$ cat src/rtl/function_plotter_pkg.sv
// Shared symbol codes, PS/2 prefix bytes and decoder state encoding.
// Latency: n/a (package only).
// Backpressure: n/a.
package function_plotter_pkg;

    localparam int ASCII_W = 7;

    localparam logic [ASCII_W-1:0] SYMBOL_NONE      = 7'd0;
    localparam logic [ASCII_W-1:0] SYMBOL_LEFT      = 7'd1;
    localparam logic [ASCII_W-1:0] SYMBOL_RIGHT     = 7'd2;
    localparam logic [ASCII_W-1:0] SYMBOL_BACKSPACE = 7'd3;

    localparam logic [7:0] PREFIX_EXT   = 8'hE0;
    localparam logic [7:0] PREFIX_BREAK = 8'hF0;
    localparam logic [7:0] CODE_LSHIFT  = 8'h12;
    localparam logic [7:0] CODE_RSHIFT  = 8'h59;
    localparam logic [7:0] CODE_EXT_LEFT  = 8'h6B;
    localparam logic [7:0] CODE_EXT_RIGHT = 8'h74;

    typedef enum logic [1:0] {
        ST_IDLE,
        ST_EXT,
        ST_BREAK,
        ST_EXT_BREAK
    } kbd_state_t;

    function automatic logic is_shift_code(input logic [7:0] code);
        return (code == CODE_LSHIFT) || (code == CODE_RSHIFT);
    endfunction

endpackage

$ cat src/rtl/scancode_lut.sv
// Set-2 make code to symbol map, with optional shifted variants.
// Latency: combinational.
// Backpressure: none; pure lookup.
module scancode_lut
    import function_plotter_pkg::*;
(
    input  logic [7:0]         code,
    input  logic               shift,
    output logic [ASCII_W-1:0] symbol,
    output logic               valid
);

    always_comb begin
        symbol = SYMBOL_NONE;
        valid  = 1'b1;
        case (code)
            8'h66: symbol = SYMBOL_BACKSPACE;
            8'h16: symbol = 7'h31;
            8'h1E: symbol = 7'h32;
            8'h26: symbol = 7'h33;
            8'h25: symbol = 7'h34;
            8'h2E: symbol = 7'h35;
            8'h36: symbol = 7'h36;
            8'h3D: symbol = 7'h37;
            8'h3E: symbol = 7'h38;
            8'h46: symbol = 7'h39;
            8'h45: symbol = 7'h30;
            8'h1C: symbol = 7'h61;
            8'h32: symbol = 7'h62;
            8'h21: symbol = 7'h63;
            8'h23: symbol = 7'h64;
            8'h24: symbol = 7'h65;
            8'h2B: symbol = 7'h66;
            8'h34: symbol = 7'h67;
            8'h33: symbol = 7'h68;
            8'h43: symbol = 7'h69;
            8'h3B: symbol = 7'h6A;
            8'h42: symbol = 7'h6B;
            8'h4B: symbol = 7'h6C;
            8'h3A: symbol = 7'h6D;
            8'h31: symbol = 7'h6E;
            8'h44: symbol = 7'h6F;
            8'h4D: symbol = 7'h70;
            8'h15: symbol = 7'h71;
            8'h2D: symbol = 7'h72;
            8'h1B: symbol = 7'h73;
            8'h2C: symbol = 7'h74;
            8'h3C: symbol = 7'h75;
            8'h2A: symbol = 7'h76;
            8'h1D: symbol = 7'h77;
            8'h22: symbol = 7'h78;
            8'h35: symbol = 7'h79;
            8'h1A: symbol = 7'h7A;
            8'h4E: symbol = 7'h2D;
            8'h55: symbol = 7'h3D;
            8'h49: symbol = 7'h2E;
            8'h4A: symbol = 7'h2F;
            8'h79: symbol = 7'h2B;
            8'h7C: symbol = 7'h2A;
            8'h29: symbol = 7'h20;
            default: valid = 1'b0;
        endcase

        // Keypad 79/7C are not listed here, so they keep their unshifted glyph.
        if (shift && valid) begin
            if (symbol >= 7'h61 && symbol <= 7'h7A) begin
                symbol = symbol - 7'h20;
            end else begin
                case (code)
                    8'h3E: symbol = 7'h2A;
                    8'h55: symbol = 7'h2B;
                    8'h46: symbol = 7'h28;
                    8'h45: symbol = 7'h29;
                    8'h36: symbol = 7'h5E;
                    default: ;
                endcase
            end
        end
    end

endmodule

$ cat src/rtl/keyboard_decoder.sv
// PS/2 set-2 byte stream to one-cycle symbol pulses; shift tracking under KEYBOARD_DECODER_SHIFT_EN.
// Latency: symbol registered, one cycle after the completing scancode_valid strobe.
// Backpressure: none; every strobe is consumed, output is a fire-and-forget pulse.
module keyboard_decoder
    import function_plotter_pkg::*;
#(
    parameter int SYMBOL_WIDTH = 7
) (
    input  logic                    clk,
    input  logic                    rst,
    input  logic [7:0]              scancode,
    input  logic                    scancode_valid,
    output logic [SYMBOL_WIDTH-1:0] keyboard_symbol
);

    kbd_state_t         state;
    logic               lut_shift;
    logic [ASCII_W-1:0] lut_symbol;
    logic               lut_valid;

`ifdef KEYBOARD_DECODER_SHIFT_EN
    logic shift_q;
    assign lut_shift = shift_q;
`else
    assign lut_shift = 1'b0;
`endif

    scancode_lut u_lut (
        .code   (scancode),
        .shift  (lut_shift),
        .symbol (lut_symbol),
        .valid  (lut_valid)
    );

    always_ff @(posedge clk) begin
        if (rst) begin
            state           <= ST_IDLE;
            keyboard_symbol <= '0;
`ifdef KEYBOARD_DECODER_SHIFT_EN
            shift_q         <= 1'b0;
`endif
        end else begin
            keyboard_symbol <= '0;
            if (scancode_valid) begin
                case (state)
                    ST_IDLE: begin
                        if (scancode == PREFIX_EXT) begin
                            state <= ST_EXT;
                        end else if (scancode == PREFIX_BREAK) begin
                            state <= ST_BREAK;
`ifdef KEYBOARD_DECODER_SHIFT_EN
                        end else if (is_shift_code(scancode)) begin
                            shift_q <= 1'b1;
`endif
                        end else if (lut_valid) begin
                            keyboard_symbol <= SYMBOL_WIDTH'(lut_symbol);
                        end
                    end
                    ST_EXT: begin
                        if (scancode == PREFIX_BREAK) begin
                            state <= ST_EXT_BREAK;
                        end else begin
                            state <= ST_IDLE;
                            if (scancode == CODE_EXT_LEFT) begin
                                keyboard_symbol <= SYMBOL_WIDTH'(SYMBOL_LEFT);
                            end else if (scancode == CODE_EXT_RIGHT) begin
                                keyboard_symbol <= SYMBOL_WIDTH'(SYMBOL_RIGHT);
                            end
                        end
                    end
                    ST_BREAK: begin
                        state <= ST_IDLE;
`ifdef KEYBOARD_DECODER_SHIFT_EN
                        if (is_shift_code(scancode)) begin
                            shift_q <= 1'b0;
                        end
`endif
                    end
                    default: state <= ST_IDLE;
                endcase
            end
        end
    end

endmodule

$ cat config.mk
export PLATFORM = sky130hd
export DESIGN_NAME = keyboard_decoder
export DESIGN_NICKNAME = d
export VERILOG_FILES = /design/src/rtl/function_plotter_pkg.sv /design/src/rtl/scancode_lut.sv /design/src/rtl/keyboard_decoder.sv
export SDC_FILE = /design/constraint.sdc
export NUM_CORES = 1
export LEC_CHECK = 0
export ABC_AREA = 1
export CORE_ASPECT_RATIO = 0.75
export CORE_MARGIN = 2
export CORE_UTILIZATION = 54
export DETAILED_ROUTE_END_ITERATION = 10
export PLACE_DENSITY = 0.8
export SYNTH_ARGS = -nofsm -noshare
export SYNTH_HDL_FRONTEND = slang
export SYNTH_SLANG_ARGS = --single-unit
$ cat constraint.sdc
create_clock -name clk -period 1.5 [get_ports clk]
set_input_delay 0.375 -clock clk [delete_from_list [all_inputs] [get_ports clk]]
set_output_delay 0.375 -clock clk [all_outputs]
set_load 0.005 [all_outputs]
==> metrics.md <==
| Metric | Value |
|---|---|
| Outcome | finished, final reports clean |
| Number of flops mapped to enable cells by yosys | 0 |
| Post-DRT Antenna Nets | 0 |
| Syn Nets | 260 |
| Worst Tran Pin Value | approximately 320 ps |
| YS warnings | 0 |
| PwrDens | 427 nW/µm² |
| DR top layer | met4 |
| CTS max path bufs | 2 |
| WL met3 | about 710 µm |
| Reg clk slew, reported paths | ~70 ps |
| Slew Viols, Final | 0 |
| CP Launch Type | flip-flop |
| FMAX | approximately 670 MHz |
| DR WL met2 | between 2000 and 2500 µm |
| Simple-gate area share of the yosys netlist | around 70% |
| Layout cells sized above 1 | 33.7% |
| Fin Hold WS | about 530 ps |
| CP max stage cell | clkdlybuf4s50_1 |
| Psw | around 0.29 mW |
| Overall die width | around 59 µm |
| Sw Ratio | 38.2% |
| Total track usage | about a third |
| Via/cell ratio | roughly 6 |
| Final min period | approximately 1500 ps |
| CTS tree | yes |
| Drt total wl | roughly 4800 µm |
| Synthesized cell area | between 1000 and 1500 µm² |
| Initial Util | about three fifths |
| Sequential area share after synthesis | about 15% |
| Max stage delay on crit path | about 500 ps |
| Final Hold Fails | 0 |
| Post-synthesis compound-gate area fraction | around 5.6% |
| DRC | 0 |
| Vias in the first global route | 1517 |
| Kind of critical path | flip-flop to output port |
| Number of port buffers | 17 |
| Num ports | 18 |
| Clk pwr share | between 20% and 30% |
| Placer Congestion | ~1.0 |
| Flops & latches, synth | 9 |
| Crit Path Max Fanout | 1 |
| Worst Hold Class | flip-flop to flip-flop |
| Asr flop ratio synth | 0% |
| Overall power | between 0.7 and 0.8 mW |
| Crit-path leading delay family | buffers and inverters |
| CP Data Required Time | between 1000 and 1500 ps |
| Post-synth top flop | dfxtp_1 |
| Adder-cell area share of the yosys netlist | 0% |
| Count leader, synth | nand2_1 |
| First-pass GRT wire length | ~6700 µm |
| H-tree depth | 1 |
| CTS Buf Count | 3 |
| DP HPWL | roughly 3300 µm |
| Distinct cell type count after synthesis | 20 |
| Iter 0 DRT Violations | approximately 260 |
| Initial antenna violation count | 0 |
| Clock skew | 8.22 ps |
| WL met1 | approximately 1800 µm |
| Area growth from synthesis to layout | 46.9% |
| Cell Rows | 14 |
| Top post-synthesis cells by area | nand2_1 33%, nor2_1 20%, dfxtp_1 15% |
| Ant diodes | 0 |
| Clk Latency, worst-skew pair | between 200 and 300 ps |
| Combinational power share | around two fifths |
| Placed cells | 314 |
| Slew headroom | about four fifths |
| Largest family of logic cells by synthesized area | simple AND/OR/NAND/NOR gates |
| Top-area cell type share of the netlist area | between 30 and 40% |
| First-pass DRT Iterations | 9 |
| Vias | 1898 |
| Pin count of the biggest net entering global routing | 12 |
| Clock Tree Root | clkbuf_4 |
| Leakage power | between 0.9 and 1 nW |
| Mux cell area share after synthesis | 0% |
| Final period util | 99.5% |
| Layout Nets | between 300 and 400 |
| Seq pwr share | 34.1% |
| Max-cap violations | 0 |
| Die height | ~45 µm |
| CTS Sinks | 9 |
| Crit. End Element | output port |
| GR Overflow Total | 0 |
| Drt wl/cell | 14.7 µm |
| Post-Syn Instances | between 200 and 250 |
| Cell Chain, Critical Path | clkdlybuf4s50_1 |
| Syn Area/Cell | approximately 4.8 µm² |
| CP Data Arrival Time | ~1100 ps |
| Die area | between 2000 and 3000 µm² |
| Synth cell count leaders | 105 x nand2_1, 64 x nor2_1, 17 x inv_1 |
| Core area | 2050 µm² |
| Hold_buf cts | 0 |
| Non-filler cells, final | ~320 |
| Yosys top cell by area | nand2_1 |
| Final setup viols | 0 |
| XOR/XNOR Fraction of Synth Area | 0% |
| Bufs and invs on worst path | 1 |
| VDD IR max | between 0.0006 and 0.0007 V |
| Int Power | approximately 0.47 mW |
final timing paths:
path	end	startpoint	cells after the start	slack, ps
hold reg to reg	state[1]	state[1]	2	530
setup reg to reg	state[0]	state[1]	6	240
hold / removal	state[1]	state[1]	2	530
setup / recovery	keyboard_symbol[3]	keyboard_symbol[3]	1	8
registers in the layout (all words and copies together) (netlist names):
register         cells
state                2
keyboard_symbol      7
kinds of logic after synthesis:
group / count (synthesis)
AOI/OAI and AO/OA: 13
buffers and inverters: 23
DFF: 9
and+or+nand+nor: 204
power by group through the flow:
| stage | Clock [mW] | Sequential (mW) | Combinational (mW) |
|---|---|---|---|
| 3_5_place_dp | 0 | 0.262 | 0.251 |
| 2_1_floorplan | 0 | 0.261 | 0.132 |
| 6_report | 0.198 | 0.257 | 0.300 |
| 3_3_place_gp | 0 | 0.262 | 0.243 |
| 5_1_grt | 0.208 | 0.258 | 0.320 |
| 4_1_cts | 0.200 | 0.257 | 0.262 |
per-stage QoR:
stage	setup WS, ps	cell area [µm²]	util, %	setup TNS, ps
floorplan	184	1200	-	0
global placement	-561	1580	77.3	-4510
detailed placement	-617	1580	77.3	-5090
CTS	1.42	1690	82.5	0
global route	-31.2	1770	86.3	-59.9
finish	8.17	1770	86.3	0
layer usage:
layer | GRT usage, % | up-vias
li1 | - | 875
met1 | 46.9 | 803
met2 | 53.5 | 174
met3 | 7.45 | 46
met4 | 7.91 | 0
met5 | 0 | -
timing repair:
item / 4_1_cts / 5_1_grt
setup buffers: 0 / 3
setup endpoints to repair: 9 / 9
pin swaps: 9 / 14
cloned: 0 / 3
gates resized for setup: 37 / 32
placed cells by master (no fill, tap or decap), drive strengths merged, types with 2 or more instances in the layout:
master,Yosys,routed
a21oi,7,7
buf,1,29
clkbuf,1,12
clkdlybuf4s50,0,9
dfxtp,9,9
inv,21,21
nand2,113,113
nand3,8,8
nand3b,2,2
nand4,2,2
nor2,75,78
nor3,3,3
o21ai,5,5
area by class of cell:
type                            count  area, µm²
Multi-Input combinational cell    220       1090
Timing Repair Buffer               46        360
Fill cell                         130        282
Sequential cell                     9        180
Inverter                           21       78.8
Tap cell                           24       30.0
Clock buffer                        4       26.3
No activity file was read; power rests on OpenSTA's default activity.
